===== config.mk =====
export PLATFORM = sky130hd
export DESIGN_NAME = call_scheduler
export DESIGN_NICKNAME = d
export VERILOG_FILES = /design/src/rtl/call_scheduler.sv
export SDC_FILE = /design/constraint.sdc
export NUM_CORES = 1
export LEC_CHECK = 0
export ABC_AREA = 1
export CORE_MARGIN = 4
export CORE_UTILIZATION = 44
export CTS_BUF_LIST = sky130_fd_sc_hd__clkbuf_4 sky130_fd_sc_hd__clkbuf_8
export DETAILED_ROUTE_END_ITERATION = 7
export PLACE_DENSITY = 0.79
export SYNTH_ARGS = -nofsm -noshare
export SYNTH_HDL_FRONTEND = slang
export SYNTH_SLANG_ARGS = --single-unit
export TNS_END_PERCENT = 5

===== constraint.sdc =====
create_clock -name clk -period 1.78 [get_ports clk]
set_clock_uncertainty 0.1 [all_clocks]
set_input_delay 0.356 -clock clk [delete_from_list [all_inputs] [get_ports clk]]
set_output_delay 0.356 -clock clk [all_outputs]
set_load 0.005 [all_outputs]

===== src/rtl/call_scheduler.sv =====
// Elevator call scheduler: latches hall/cabin requests, clears them on arrival,
// and picks the travel direction and the next floor to stop at.
module call_scheduler (
  input  logic       clk,
  input  logic       rst,
  input  logic [7:0] up_call,
  input  logic [7:0] down_call,
  input  logic [7:0] floor_btn_in,
  input  logic [2:0] floor,
  input  logic       arrived,
  output logic [7:0] up_pending,
  output logic [7:0] down_pending,
  output logic [7:0] cab_pending,
  output logic [1:0] dir,
  output logic [2:0] target,
  output logic       target_valid,
  output logic       served
);

  typedef enum logic [1:0] {IDLE = 2'b00, UP = 2'b01, DN = 2'b10} dir_e;

  dir_e       state, state_nxt;
  logic [7:0] all, above_mask, below_mask, onehot;
  logic [7:0] up_set, dn_set, up_clr, dn_clr, cab_clr;
  logic [7:0] up_nxt, dn_nxt, cab_nxt;
  logic       any_above, any_below, here, hit;
  logic [2:0] lo_above, hi_below;

  // Top floor has no up call, bottom floor has no down call.
  assign up_set     = up_call & 8'h7F;
  assign dn_set     = down_call & 8'hFE;
  assign all        = up_pending | down_pending | cab_pending;
  assign above_mask = 8'hFE << floor;
  assign below_mask = ~(8'hFF << floor);
  assign onehot     = 8'd1 << floor;
  assign any_above  = |(all & above_mask);
  assign any_below  = |(all & below_mask);
  assign here       = all[floor];
  assign dir        = state;

  always_comb begin
    lo_above = 3'd0;
    hi_below = 3'd0;
    for (int i = 7; i >= 0; i--)
      if (all[i] && above_mask[i]) lo_above = 3'(i);
    for (int i = 0; i < 8; i++)
      if (all[i] && below_mask[i]) hi_below = 3'(i);
  end

  always_comb begin
    cab_clr = 8'd0;
    up_clr  = 8'd0;
    dn_clr  = 8'd0;
    if (arrived) begin
      cab_clr = onehot;
      case (state)
        UP:      begin up_clr = onehot; if (!any_above) dn_clr = onehot; end
        DN:      begin dn_clr = onehot; if (!any_below) up_clr = onehot; end
        default: begin up_clr = onehot; dn_clr = onehot; end
      endcase
    end
  end

  assign up_nxt  = (up_pending   & ~up_clr)  | up_set;
  assign dn_nxt  = (down_pending & ~dn_clr)  | dn_set;
  assign cab_nxt = (cab_pending  & ~cab_clr) | floor_btn_in;
  assign hit     = |((up_pending & up_clr) | (down_pending & dn_clr) | (cab_pending & cab_clr));

  always_comb begin
    state_nxt = IDLE;
    case (state)
      UP:      state_nxt = any_above ? UP : (any_below ? DN : IDLE);
      DN:      state_nxt = any_below ? DN : (any_above ? UP : IDLE);
      default: state_nxt = any_above ? UP : (any_below ? DN : IDLE);
    endcase
  end

  always_ff @(posedge clk or posedge rst) begin
    if (rst) begin
      up_pending   <= 8'd0;
      down_pending <= 8'd0;
      cab_pending  <= 8'd0;
      state        <= IDLE;
      target       <= 3'd0;
      target_valid <= 1'b0;
      served       <= 1'b0;
    end else begin
      up_pending   <= up_nxt;
      down_pending <= dn_nxt;
      cab_pending  <= cab_nxt;
      state        <= state_nxt;
      target_valid <= |(up_nxt | dn_nxt | cab_nxt);
      served       <= arrived & hit;
      // Target follows the direction being entered; idle with nothing here holds.
      case (state_nxt)
        UP:      target <= lo_above;
        DN:      target <= hi_below;
        default: if (here) target <= floor;
      endcase
    end
  end

endmodule


==> impl_metrics.tcl <==
set metrics [dict create \
    num_vias 2610 \
    firstDrtPassIters 5 \
    p_sw_uw 505 \
    clk_path_buf_depth 2 \
    p_sw_frac 0.267 \
    total_power_uw 1890 \
    reg2reg_slack_ns -0.19 \
    drc 0 \
    stdcell_area_um2 3630 \
    root_buffer "clkbuf_8" \
    r2r_start "down_pending[2]" \
    numCtsBuffers 5 \
    combPwrFrac 0.233 \
    cp.depth 14 \
    hold_viol_final 0 \
    fmax_mhz 508 \
    crit_fanout 7 \
    ys.warnings.count 0 \
    wirelength_um 7960 \
    crit_type "flip-flop to flip-flop" \
    r2r_cells 14 \
    antenna_found_initial 0 \
    synth_area_per_cell_um2 6.61 \
    cts_max_level 2 \
    yosys.area.top_type_share 0.392 \
    p_int_uw 1380 \
    fin_cells 496 \
    syn_to_final_growth_pct 83.9 \
    post_route_cells_drive_above_1_share 0.387 \
    via_per_inst 5.26 \
    grt_pass1_wl_um 11600 \
    slew_headroom 0.619 \
    ys_seq_elements 31 \
    clk_pin_slew_worst_paths_ns 0.07 \
    grt_overflow 0 \
    finalCritPeriodShare 1.11 \
    synthesis.area_um2 1980 \
    core.rowCount 24 \
    clock-sinks 31 \
    p_leak_uw 0.00179 \
    dr.first_iter.drc_count 231 \
    violations "negative setup slack" \
    wire_per_inst_um 16.0 \
    power_density_nw_per_um2 520 \
    antennaDiodeCount 0 \
    syn_inst 299 \
    synth_seq_area_share 0.392 \
    synth.area.top_cells "dfrtp_1 39%, nand2_1 20%, nor2_1 8.5%" \
    maxCapViolCount 0 \
    critPathMostFrequentCell "nand2_2" \
    slew_viol_final 0 \
    setup_viol 9 \
    cp.required_ns 1.86 \
    critPathLaunchType "flip-flop" \
    dp_hpwl_um 5100 \
    critPathArrivalTime_ns 2.05 \
    crit_slowest_cell "dfrtp_1" \
    rsz0062_at_grt "yes" \
    die_area_um2 5630 \
    gp_congestion 0.900 \
    grt_max_degree 32 \
    ant_nets 0 \
    path_delay_family "simple AND/OR/NAND/NOR gates" \
    worstSkewPairLatency_ns 0.29 \
    hp-class "primary input to async pin" \
    clkPwrFrac 0.374 \
    numPortBuffers 58 \
    worst_slew_pin_slew_ns 0.569 \
    nets 474 \
    cts_tree "yes" \
    synth_cell_types 19 \
    dp_slack_ns -0.704 \
    slowest_delay_ns 0.41 \
    synthesis.nets 329 \
    place_area_um2 3080 \
    track_usage 0.278 \
    path_cells "nor2_4, nand2_4, nand2_4, nand2_2, nor2_4, nand2_4, nand2_8, nand2_2, nand2_2, nand2_2, nor2_1, nand2_1, nor2_1, nand2_1" \
    hold_buffers 0 \
    crit_buf_inv 0 \
    min_period_ns 1.97 \
    grt_pass1_vias 2555 \
    status "complete, but fails checks" \
    die_x_um 75.0 \
    yosysTopAreaCell "dfrtp_1" \
    design.core.area_um2 4350 \
    post-route-worst-setup-slack_ns -0.188 \
    dp_cells 471 \
    ir_worst_vdd_uv 545 \
    floorplan.initialDensity 0.454 \
    reg2reg_to "target_valid" \
    worst_setup_path_end_kind "flip-flop" \
    ios 61 \
    pwr-share-seq 0.393 \
    tns_ns -0.738 \
    die_y_um 75.0 \
]
timing repair:
item | in CTS | in global routing
gates cloned | 3 | 0
gates resized for setup | 55 | 39
setup endpoints to repair | 18 | 14
endpoints found under the hold margin | 0 | 0
pin swaps | 22 | 35
setup buffers | 9 | 6
layer usage:
layer | vias up | part of all wire | track usage
li1 | 1216 | - | -
met4 | 0 | 0.049 | 0.117
met3 | 41 | 0.064 | 0.0587
met1 | 1195 | 0.37 | 0.319
met5 | - | 0 | 0
met2 | 158 | 0.51 | 0.499
cells in the mapped netlist, drive strengths merged:
cell    instances
a21boi          1
a21oi           7
a31oi           2
buf             4
dfrtp          31
inv            42
nand2         116
nand3          27
nand4           3
nor2           49
nor3            1
o21ai           8
o21bai          8
worst min-delay path, stage by stage:
cell             delay [ns]
clkdlybuf4s50_1        0.39
inv_1                  0.05
buf_4                  0.37
power by group through the flow:
stage	registers [µW]	clock network, µW	logic [µW]
final	742	707	440
after global routing	744	728	473
after CTS	741	705	406
after detailed placement	754	0	365
after global placement	752	0	358
after floorplan	760	0	140
worst max path at each step:
stage,endpoint,startpoint,slack [ns]
final,target_valid,down_pending[2],-0.19
after detailed placement,target_valid,floor[2],-0.70
after global placement,target_valid,floor[1],-0.69
after global routing,target_valid,up_pending[7],-0.32
after floorplan,target_valid,down_pending[2],0.01
after CTS,target_valid,down_pending[3],-0.09
layout by cell type, fill, tap and decap left out, types with 2 or more instances in the layout:
cell type,instances
nand2_8,3
clkbuf_8,5
nand2_2,30
a31oi_1,2
nand3_2,7
inv_2,4
nand3_1,20
a21oi_2,2
buf_6,4
nor2_2,13
nand4_1,3
dfrtp_1,31
o21ai_0,7
dlymetal6s2s_1,3
dlygate4sd2_1,2
clkdlybuf4s50_1,51
o21bai_1,8
nand2_4,9
nor2_4,12
nor2_1,24
nand2_1,76
a21oi_1,5
buf_4,77
inv_1,37
sequential cells by signal, summed over array words and instances (netlist names):
signal        flops
up_pending        8
served            1
target            3
dir               2
cab_pending       8
target_valid      1
down_pending      8
cell type report:
type                       instances  area (µm²)
clock inverter                     1        30.0
multi-input combinational        224        1300
inverter                          42         160
sequential                        31         776
fill                             236         719
clock buffer                       6        76.3
timing repair buffer             140        1230
tap                               52        65.1
through the flow:
| stage | util | hold slack (ns) |
|---|---|---|
| global placement | 0.708 | 0.365 |
| global route | 0.835 | 0.395 |
| detailed placement | 0.708 | 0.365 |
| CTS | 0.791 | 0.371 |
| finish | 0.835 | 0.356 |
| floorplan | - | 0.343 |
logic make-up (layout without fill, tap and decap cells):
kind of cell    count (synthesis)  in the layout  share of synthesized area
simple gates                  196            198                      0.423
compound gates                 26             26                     0.0823
buf+inv                        46            189                      0.103
flops                          31             31                      0.392
Note: power is estimated with default switching activity, not from simulation.
